<file path="config.mk">
export PLATFORM = sky130hd
export DESIGN_NAME = fetch_stage_flat
export DESIGN_NICKNAME = d
export VERILOG_FILES = /design/src/rtl/fetch_stage_pkg.sv /design/src/rtl/fetch_stage_if.sv /design/src/rtl/fetch_stage_if_id_reg.sv /design/src/rtl/fetch_stage.sv /design/src/flat_wrapper.sv
export SDC_FILE = /design/constraint.sdc
export NUM_CORES = 1
export LEC_CHECK = 0
export CAP_MARGIN = 30
export CELL_PAD_IN_SITES_DETAIL_PLACEMENT = 0
export CELL_PAD_IN_SITES_GLOBAL_PLACEMENT = 1
export CORE_ASPECT_RATIO = 0.6
export CORE_UTILIZATION = 40
export CTS_BUF_LIST = sky130_fd_sc_hd__clkbuf_2
export CTS_CLUSTER_DIAMETER = 80
export DETAILED_ROUTE_END_ITERATION = 8
export PLACE_DENSITY = 0.92
export SYNTH_ARGS = -nofsm -noshare
export SYNTH_HDL_FRONTEND = slang
export SYNTH_SLANG_ARGS = --single-unit
</file>
<file path="constraint.sdc">
create_clock -name clk -period 2.8 [get_ports clk]
set_clock_uncertainty 0.15 [all_clocks]
set_input_delay 0.84 -clock clk [delete_from_list [all_inputs] [get_ports clk]]
set_output_delay 0.84 -clock clk [all_outputs]
set_load 0.05 [all_outputs]
</file>
<file path="src/rtl/fetch_stage_pkg.sv">
// Shared definitions for the instruction fetch stage: state encoding,
// default reset PC / NOP word and instruction field positions.
package fetch_stage_pkg;

  localparam int INSTR_W = 32;
  localparam int OPC_MSB = 31;
  localparam int OPC_LSB = 26;

  localparam logic [INSTR_W-1:0] DEFAULT_RESET_PC  = 32'h0000_0000;
  localparam logic [INSTR_W-1:0] DEFAULT_NOP_INSTR = 32'h0000_0000;

  typedef enum logic [1:0] {
    ST_IDLE      = 2'd0,
    ST_FETCH     = 2'd1,
    ST_WAIT_SLOT = 2'd2,
    ST_KILL      = 2'd3
  } fetch_state_e;

  // Instructions are word aligned; the two low address bits carry no meaning.
  function automatic logic [INSTR_W-1:0] word_align(input logic [INSTR_W-1:0] addr);
    return addr & 32'hFFFF_FFFC;
  endfunction

endpackage

</file>
<file path="src/rtl/fetch_stage_if.sv">
// Instruction-memory request/acknowledge bundle between fetch (master)
// and the instruction memory (slave).
interface fetch_stage_if;
  import fetch_stage_pkg::*;

  logic               imem_req;
  logic [INSTR_W-1:0] imem_addr;
  logic               imem_ack;
  logic [INSTR_W-1:0] imem_rdata;

  modport master (output imem_req, imem_addr, input imem_ack, imem_rdata);
  modport slave  (input imem_req, imem_addr, output imem_ack, imem_rdata);

endinterface

</file>
<file path="src/rtl/fetch_stage_if_id_reg.sv">
// IF/ID pipeline register: flush beats load, load beats hold, and an idle
// unstalled cycle empties the slot to the NOP word.
module fetch_stage_if_id_reg
  import fetch_stage_pkg::*;
#(
  parameter logic [INSTR_W-1:0] NOP_INSTR = DEFAULT_NOP_INSTR
) (
  input  logic               clk,
  input  logic               reset,
  input  logic               load_i,
  input  logic               hold_i,
  input  logic               flush_i,
  input  logic [INSTR_W-1:0] instr_i,
  input  logic [INSTR_W-1:0] pc4_i,
  output logic               valid_o,
  output logic [INSTR_W-1:0] instr_o,
  output logic [INSTR_W-1:0] pc4_o
);

  logic               valid_q, valid_d;
  logic [INSTR_W-1:0] instr_q, instr_d;
  logic [INSTR_W-1:0] pc4_q, pc4_d;

  // Next-state selection for the slot.
  always_comb begin
    valid_d = valid_q;
    instr_d = instr_q;
    pc4_d   = pc4_q;
    if (flush_i) begin
      valid_d = 1'b0;
      instr_d = NOP_INSTR;
    end else if (load_i) begin
      valid_d = 1'b1;
      instr_d = instr_i;
      pc4_d   = pc4_i;
    end else if (hold_i) begin
      valid_d = valid_q;
      instr_d = instr_q;
    end else begin
      valid_d = 1'b0;
      instr_d = NOP_INSTR;
    end
  end

  // Slot registers.
  always_ff @(posedge clk) begin
    if (reset) begin
      valid_q <= 1'b0;
      instr_q <= NOP_INSTR;
      pc4_q   <= 32'h0000_0000;
    end else begin
      valid_q <= valid_d;
      instr_q <= instr_d;
      pc4_q   <= pc4_d;
    end
  end

  assign valid_o = valid_q;
  assign instr_o = instr_q;
  assign pc4_o   = pc4_q;

endmodule

</file>
<file path="src/rtl/fetch_stage.sv">
// Instruction fetch: PC, request FSM with a one-entry skid buffer and
// wrong-path kill, feeding the IF/ID register toward decode.
module fetch_stage
  import fetch_stage_pkg::*;
#(
  parameter logic [INSTR_W-1:0] RESET_PC  = DEFAULT_RESET_PC,
  parameter logic [INSTR_W-1:0] NOP_INSTR = DEFAULT_NOP_INSTR
) (
  input  logic               clk,
  input  logic               reset,
  input  logic               stall_id,
  input  logic               redirect,
  input  logic [INSTR_W-1:0] redirect_pc,
  fetch_stage_if.master      imem,
  output logic               if_id_valid,
  output logic [INSTR_W-1:0] if_id_instr,
  output logic [INSTR_W-1:0] if_id_pc4,
  output logic [5:0]         if_id_opcode
);

  fetch_state_e       state_q, state_d;
  logic [INSTR_W-1:0] pc_q, pc_d;
  logic [INSTR_W-1:0] pending_pc_q, pending_pc_d;
  logic               skid_valid_q, skid_valid_d;
  logic [INSTR_W-1:0] skid_instr_q, skid_instr_d;
  logic [INSTR_W-1:0] skid_pc4_q, skid_pc4_d;

  logic               slot_free;
  logic [INSTR_W-1:0] pc_plus4;
  logic [INSTR_W-1:0] redirect_tgt;
  logic               load;
  logic [INSTR_W-1:0] load_instr;
  logic [INSTR_W-1:0] load_pc4;

  assign slot_free    = !if_id_valid || !stall_id;
  assign pc_plus4     = pc_q + 32'd4;
  assign redirect_tgt = word_align(redirect_pc);

  // Fetch FSM next state, PC and skid buffer control.
  always_comb begin
    state_d      = state_q;
    pc_d         = pc_q;
    pending_pc_d = pending_pc_q;
    skid_valid_d = skid_valid_q;
    skid_instr_d = skid_instr_q;
    skid_pc4_d   = skid_pc4_q;
    load         = 1'b0;
    load_instr   = imem.imem_rdata;
    load_pc4     = pc_plus4;

    case (state_q)
      ST_IDLE: begin
        state_d = ST_FETCH;
        if (redirect) begin
          pc_d = redirect_tgt;
        end else begin
          pc_d = pc_q;
        end
      end
      ST_FETCH: begin
        if (imem.imem_ack) begin
          if (redirect) begin
            pc_d = redirect_tgt;
          end else if (slot_free) begin
            load = 1'b1;
            pc_d = pc_plus4;
          end else begin
            skid_valid_d = 1'b1;
            skid_instr_d = imem.imem_rdata;
            skid_pc4_d   = pc_plus4;
            pc_d         = pc_plus4;
            state_d      = ST_WAIT_SLOT;
          end
        end else if (redirect) begin
          // The in-flight request is wrong-path; let it drain in KILL.
          pending_pc_d = redirect_tgt;
          state_d      = ST_KILL;
        end else begin
          state_d = ST_FETCH;
        end
      end
      ST_WAIT_SLOT: begin
        if (redirect) begin
          pc_d    = redirect_tgt;
          state_d = ST_FETCH;
        end else if (slot_free && skid_valid_q) begin
          load         = 1'b1;
          load_instr   = skid_instr_q;
          load_pc4     = skid_pc4_q;
          skid_valid_d = 1'b0;
          state_d      = ST_FETCH;
        end else begin
          state_d = ST_WAIT_SLOT;
        end
      end
      ST_KILL: begin
        if (redirect) begin
          pending_pc_d = redirect_tgt;
        end else begin
          pending_pc_d = pending_pc_q;
        end
        if (imem.imem_ack) begin
          pc_d    = redirect ? redirect_tgt : pending_pc_q;
          state_d = ST_FETCH;
        end else begin
          state_d = ST_KILL;
        end
      end
      default: begin
        state_d = ST_IDLE;
      end
    endcase

    if (redirect) begin
      skid_valid_d = 1'b0;
    end else begin
      skid_valid_d = skid_valid_d;
    end
  end

  // FSM, PC and skid registers.
  always_ff @(posedge clk) begin
    if (reset) begin
      state_q      <= ST_IDLE;
      pc_q         <= RESET_PC;
      pending_pc_q <= RESET_PC;
      skid_valid_q <= 1'b0;
      skid_instr_q <= NOP_INSTR;
      skid_pc4_q   <= 32'h0000_0000;
    end else begin
      state_q      <= state_d;
      pc_q         <= pc_d;
      pending_pc_q <= pending_pc_d;
      skid_valid_q <= skid_valid_d;
      skid_instr_q <= skid_instr_d;
      skid_pc4_q   <= skid_pc4_d;
    end
  end

  assign imem.imem_req  = (state_q == ST_FETCH) || (state_q == ST_KILL);
  assign imem.imem_addr = pc_q;

  fetch_stage_if_id_reg #(
    .NOP_INSTR(NOP_INSTR)
  ) u_if_id (
    .clk    (clk),
    .reset  (reset),
    .load_i (load),
    .hold_i (stall_id),
    .flush_i(redirect),
    .instr_i(load_instr),
    .pc4_i  (load_pc4),
    .valid_o(if_id_valid),
    .instr_o(if_id_instr),
    .pc4_o  (if_id_pc4)
  );

  assign if_id_opcode = if_id_instr[OPC_MSB:OPC_LSB];

endmodule

</file>
<file path="src/flat_wrapper.sv">
// flat-port wrapper written by rule: the top's interface ports become plain ports
module fetch_stage_flat import fetch_stage_pkg::*;
#(
  parameter logic [INSTR_W-1:0] RESET_PC  = DEFAULT_RESET_PC,
  parameter logic [INSTR_W-1:0] NOP_INSTR = DEFAULT_NOP_INSTR
)
  (clk, reset, stall_id, redirect, redirect_pc, if_id_valid, if_id_instr, if_id_pc4, if_id_opcode, imem_imem_req, imem_imem_addr, imem_imem_ack, imem_imem_rdata);
  fetch_stage_if imem_i ();
  input  logic clk;
  input  logic reset;
  input  logic stall_id;
  input  logic redirect;
  input  logic [INSTR_W-1:0] redirect_pc;
  output logic if_id_valid;
  output logic [INSTR_W-1:0] if_id_instr;
  output logic [INSTR_W-1:0] if_id_pc4;
  output logic [5:0] if_id_opcode;
  output wire logic [$bits(imem_i.imem_req)-1:0] imem_imem_req;
  output wire logic [$bits(imem_i.imem_addr)-1:0] imem_imem_addr;
  input wire logic [$bits(imem_i.imem_ack)-1:0] imem_imem_ack;
  input wire logic [$bits(imem_i.imem_rdata)-1:0] imem_imem_rdata;
  assign imem_imem_req = imem_i.imem_req;
  assign imem_imem_addr = imem_i.imem_addr;
  assign imem_i.imem_ack = imem_imem_ack;
  assign imem_i.imem_rdata = imem_imem_rdata;
  fetch_stage #(.RESET_PC(RESET_PC), .NOP_INSTR(NOP_INSTR)) u_core (.clk(clk), .reset(reset), .stall_id(stall_id), .redirect(redirect), .redirect_pc(redirect_pc), .imem(imem_i), .if_id_valid(if_id_valid), .if_id_instr(if_id_instr), .if_id_pc4(if_id_pc4), .if_id_opcode(if_id_opcode));
endmodule
</file>
==> metrics, run 1 <==
pin count of the biggest net entering global routing between 50 and 60; slowest stage cell on the critical path dfxtp_4; Die W ~200 um; adder-cell area share of the yosys netlist less than 1%; H-tree levels 4; type of origin of the critical path register; Mapped Cells about 1200; critical path startpoint u_core.state_q[1]; GP Congestion roughly 0.91; Slew Limit Fails 0; Most used DFF post-synth dfxtp_1; Placed Cells 1631; FFs w/ async S/R, synth 0%; combinational family with the most area after synthesis compound AO/OA/AOI/OAI gates; Initial Util between 40% and 50%; CP Data Required Time 1.81 ns; Arr. time, crit path around 1.8 ns; largest cells by area after synthesis dfxtp_1, nand2_1, a21oi_1, a311oi_1, o21ai_0; max frequency around 0.36 GHz; I/O pins 173; Net count, final 1423; post-synth cell types 70; hold_buf cts 0; CTS tree done; initial antenna violation count 0; unrepaired setup endpoints after global routing true; Synth Area in XOR/XNOR approximately 2.1%; Tightest Pin Transition just over 0.8 ns; vias in the first global route 8643; post-synthesis compound-gate area fraction 25.5%; Multi-input gate area around 4900 um2; area leader, netlist dfxtp_1; share of cells above drive strength 1 about a fifth; crit end category output port; min-delay src reset; fill count roughly 2200; number of buffers added on ports 170; status finished, final reports clean; First DRT Iteration DRCs between 800 and 900; reg2reg path depth 6; Syn Std Cell Area 9380 um2; Avg WL per Cell roughly 18 um; fin crit share 99.5%; clock sink total between 150 and 200; max_slew headroom 45.4%; post-DR vias/cell approximately 5.7; Area growth syn-to-layout 24.8%; kind of critical path reg2out; minimum clock period around 2.8 ns; Final Hold Fails 0; Avg Cell Area, Syn 7.78 um2; Placeable Area 22500 um2; Post-synth EDFFs 0; DP HPWL between 20000 and 25000 um; DRC 0; # Max-Cap Violations 0; syn nets 1281; first-pass GRT wire length about 47000 um; capture point of the worst reg-to-reg path u_core.u_if_id.pc4_o[30]; Seq/Total Area, Yosys 41.8%; HP Class in2reg; root buffer cell clkbuf_2; Post-Layout Cell Count 1669; Final setup viols 0; die area between 20000 and 25000 um2; CP cell instances inv_4 -> ha_4 -> nor2_4 -> inv_2 -> buf_12; Crit path largest cell delay 0.45 ns; via count 9472; Synth Register Bits 196; mux cell area share after synthesis between 1 and 1.5%; peak supply drop between 0.3 and 0.4 mV; Post-Route WL about 30000 um; synth warn 0; Synth top area share about two fifths; number of antenna diodes 0; simple-gate share of the synthesized area between 20% and 30%; Worst R2R Setup Slack just under 0.3 ns; setup TNS 0 ns; crit-path max FO 4; Lkg Pwr approximately 4.2 nW; CTS Buffer Depth 2; reg2reg start u_core.imem.imem_addr[3]; total track usage 24.8%; DRT antenna net count 0; grt total ovfl 0; Clock Latency Late Sink 0.79 ns; most frequent cells in the layout nand2_1, dfxtp_1, a21oi_1, clkbuf_2, buf_4; most common cell after layout, fill and taps aside nand2_1; CP Capture Point imem_imem_req; Die Y between 100 and 150 um; PwrDens approximately 520 nW/um2; final hold slack 0.103 ns; First-pass DRT Iterations 5; sequential cell area 3950 um2; row count 42; CTS clk-pin slew, worst paths ~0.26 ns; CTS Buf Count 17
repair_timing:
action	CTS	global route
endpoints found under the setup margin	102	80
pin swaps	0	1
buffers inserted	0	6
resized for setup	201	123
hold endpoints to repair	0	0
cell usage after synthesis, types with 8 or more instances:
cell and count:
mux2_2 9, xnor2_1 11, xor2_1 11, clkbuf_1 70, a21oi_1 173, nor3_1 19, a22o_1 10, o21ai_0 54
dfxtp_1 196, a31oi_1 12, inv_1 12, o221ai_1 8, or3_1 8, buf_4 11, a221oi_1 14, nand4_1 18
nor2_1 67, a211oi_1 15, o211ai_1 11, buf_2 30, buf_1 9, a311oi_1 37, nand3_1 25, nand2_1 270
logic make-up after synthesis:
family / Yosys count
flip-flops: 196
multiplexers: 11
AND/OR/NAND/NOR: 457
XOR/XNOR: 22
AO/OA/AOI/OAI: 380
adder cells (fa/ha/maj): 6
buffers and inverters: 134
state kept, by name (all words and copies together) (netlist names):
register                cells
u_core.imem.imem_addr      32
u_core.pending_pc_q        32
u_core.skid_instr_q        32
u_core.skid_pc4_q          32
u_core.skid_valid_q         1
u_core.state_q              2
u_core.u_if_id.instr_o     32
u_core.u_if_id.pc4_o       32
u_core.u_if_id.valid_o      1
report_power, final:
group | leakage [nW] | total (mW) | internal [mW] | switching (mW)
registers | 1.60 | 3.10 | 2.93 | 0.166
clock network | 0.134 | 1.37 | 0.403 | 0.963
logic | 2.44 | 1.68 | 0.613 | 1.06
layer usage:
layer | vias up | GRT usage [%] | wire length [um]
li1 | 4580 | - | -
met2 | 371 | 35.4 | 12600
met5 | - | 0 | 0
met1 | 4498 | 37.2 | 14400
met4 | 0 | 4.82 | 231
met3 | 23 | 6.11 | 2530
metrics by stage:
step / total power, mW / setup slack, ns / cell area, um2 / util [%]
final: 6.14 / 0.0140 / 11700 / 51.9
after global routing: 6.45 / -0.0954 / 11700 / 51.9
after CTS: 6.13 / -0.220 / 11800 / 52.5
after detailed placement: 4.79 / -0.0564 / 11600 / 51.5
after global placement: 4.76 / -0.0468 / 11600 / 51.5
after floorplan: 4.15 / 0.295 / 9380 / -
how the worst min path moves through the flow:
stage	end	cells past startpoint
2_1_floorplan	u_core.pending_pc_q[10]	2
3_3_place_gp	u_core.pending_pc_q[22]	2
3_5_place_dp	u_core.skid_instr_q[31]	2
4_1_cts	u_core.pending_pc_q[28]	2
5_1_grt	u_core.pending_pc_q[28]	2
6_report	u_core.pending_pc_q[29]	2
layout make-up:
cell class	count	share of cell area, %
Clock buffer	20	0.855
Clock inverter	12	0.972
Inverter	12	0.406
Multi-Input combinational cell	876	42.1
Sequential cell	196	33.7
Tap cell	308	3.29
Timing Repair Buffer	245	18.6
worst max-delay path, delay by kind of cell (launching register included):
kind | cells | cell delay (ns)
buf+inv | 3 | 0.26
simple gates | 1 | 0.14
fa+ha+maj | 1 | 0.17
flops | 1 | 0.45
Note: power is estimated with default switching activity, not from simulation.
==> inputs of run 2 (changes only) <==
Settings changed: ABC_AREA set to 1, CORE_UTILIZATION 40 to 38, PLACE_DENSITY 0.92 to 0.91.
==> metrics, run 2 <==
most numerous cell in the Yosys netlist nand2_1; Final setup viols 0 (unchanged); adder-cell area share of the yosys netlist 0.776% (-0.024 points); Post-synth EDFFs 0 (unchanged); most frequent cells in the layout nand2_1, a21oi_1, dfxtp_1, o21ai_0, nor2_1; grt total ovfl 0 (unchanged); placed cell area 11900 um2 (+2.2%); post-DR vias/cell 5.13 (-9.6%); minimum clock period 2.77 ns (-0.0132 ns); DRT antenna net count 0 (unchanged); crit-path max FO 3 (-1); row count 44 (+4.8%); Seq/Total Area, Yosys 40.6% (-1.2 points); crit end category output port; Post-Route WL 30000 um (+0.85%); Final Hold Fails 0 (unchanged); Lkg Pwr 5.09 nW (+22%); Synth top area share 40.6% (-1.2 points); Avg WL per Cell 15.4 um (-14%); synth warn 0 (unchanged); Die W 208 um (+4.1%); combinational family with the most area after synthesis simple AND/OR/NAND/NOR gates; unrepaired setup endpoints after global routing true; via count 10000 (+5.7%); pin count of the biggest net entering global routing 61 (+13%); max frequency 0.361 GHz (+0.48%); Placed Cells 1911 (+17%); largest cells by area after synthesis dfxtp_1, nand2_1, a21oi_1, o21ai_0, nor2_1; Tightest Pin Transition 0.605 ns (-0.209 ns); number of buffers added on ports 170 (unchanged); clock sink total 196 (unchanged); CP Data Required Time 1.81 ns (about the same); First-pass DRT Iterations 5 (unchanged); post-synthesis compound-gate area fraction 21.7% (-3.8 points); CTS Buffer Depth 2 (unchanged); die area 26100 um2 (+8.4%); Multi-input gate area 4960 um2 (+0.63%); status finished, final reports clean; area leader, netlist dfxtp_1; post-synth cell types 33 (-53%); mux cell area share after synthesis 0% (-1.3 points); Die Y 126 um (+4.1%); first-pass GRT wire length 47800 um (+2.2%); type of origin of the critical path register; most common cell after layout, fill and taps aside nand2_1; overall power 7.40 mW (+21%); CTS tree done; initial antenna violation count 2 (+2); fin crit share 99.0% (-0.47 points); I/O pins 173 (unchanged); Mapped Cells 1475 (+22%); Slew Limit Fails 0 (unchanged); GP Congestion 0.867 (-4.7%); kind of critical path reg2out; Most used DFF post-synth dfxtp_1; simple-gate share of the synthesized area 27.2% (+5.0 points); Synth Area in XOR/XNOR 1.36% (-0.70 points); Post-Layout Cell Count 1950 (+17%); DP HPWL 20700 um (-0.82%); Arr. time, crit path 1.78 ns (-0.02 ns); sequential cell area 3950 um2 (-0.16%); CTS Buf Count 17 (unchanged); H-tree levels 4 (unchanged); syn nets 1550 (+21%); Syn Std Cell Area 9670 um2 (+3.1%); Clock Latency Late Sink 0.87 ns (+0.08 ns); # Max-Cap Violations 0 (unchanged); PwrDens 612 nW/um2 (+17%); First DRT Iteration DRCs 782 (-6.5%); vias in the first global route 9056 (+4.8%); setup TNS 0 ns (unchanged); FFs w/ async S/R, synth 0% (unchanged); peak supply drop 0.449 mV (+31%); Synth Register Bits 196 (unchanged); Placeable Area 24600 um2 (+8.9%); root buffer cell clkbuf_2; design area 12100 um2 (+3.3%); Avg Cell Area, Syn 6.56 um2 (-16%); fill count 2470 (+14%); CTS clk-pin slew, worst paths 0.32 ns (+0.06 ns); Net count, final 1688 (+19%); Initial Util 39.4% (-2.2 points); synth cell count leaders nand2_1, dfxtp_1, a21oi_1; total track usage 23.0% (-1.8 points); HP Class reg2reg; share of cells above drive strength 1 14.0% (-5.0 points); Area growth syn-to-layout 25.1%; DRC 0 (unchanged); max_slew headroom 59.7% (+14 points)
[run 2: cell count changes after synthesis, moves of 37 or more]
cell	before	now
a311oi_1	37	0
nor2_1	67	144
nand2_1	270	465
o21ai_0	54	169
inv_1	12	91
[run 2: cell type report]
cell class,instances,area share [%]
clock inverters,12,1.14
multi-input cells,1080,41.0
clock buffers,20,0.827
repair buffers,222,18.1
inverters,96,3.00
diodes,2,0.0414
well taps,322,3.33
flip-flops and latches,196,32.6
[run 2: worst max-delay path, stage by stage (launching register included)]
cell and delay [ns]:
dfxtp_4 0.44, ha_2 0.19, inv_2 0.07, nand2_4 0.07
buf_12 0.15
[run 2: path summary, 6_finish.rpt]
check                            from                   endpoint  slack, ns  cells after the start
max                 u_core.state_q[0]              imem_imem_req       0.03                      4
min            u_core.skid_instr_q[2]     u_core.skid_instr_q[2]       0.32                      2
max reg2reg  u_core.imem.imem_addr[2]  u_core.imem.imem_addr[14]       0.41                     10
min reg2reg    u_core.skid_instr_q[2]     u_core.skid_instr_q[2]       0.32                      2
[run 2: repair_timing]
action / in CTS / in global routing
buffers inserted: 4 / 1
resized for setup: 349 / 35
pin swaps: 2 / 1
hold buffers: 0 / 0
endpoints found under the setup margin: 102 / 26
[run 2: report_power, final]
part	total, mW	internal (mW)	leakage (nW)	switching, mW
Sequential	3.32	3.05	1.60	0.271
Combinational	2.58	0.835	3.35	1.75
Clock	1.50	0.493	0.142	1.01
Total	7.40	4.38	5.09	3.03
[run 2: per-layer routing]
layer / vias to the layer above / GRT usage (%) / share of wire, %
met5: - / 0 / 0
met1: 4656 / 33.0 / 50
met4: 0 / 6.14 / 0.99
met3: 25 / 4.82 / 6.1
li1: 5032 / - / -
met2: 296 / 34.8 / 43
[run 2: metrics by stage]
stage / util (%) / hold slack [ns] / setup slack (ns)
6_report: 49.3 / 0.318 / 0.0272
5_1_grt: 49.3 / 0.344 / -0.0979
4_1_cts: 49.7 / 0.316 / -0.0695
3_5_place_dp: 48.4 / 0.288 / -0.00413
3_3_place_gp: 48.4 / 0.284 / -0.0142
2_1_floorplan: - / 0.275 / 0.643
[run 2: cell families after synthesis]
group,Yosys count
buffers and inverters,199
and+or+nand+nor,660
adders and majority gates,6
xor gates and xnor gates,15
DFF,196
AOI/OAI and AO/OA,399
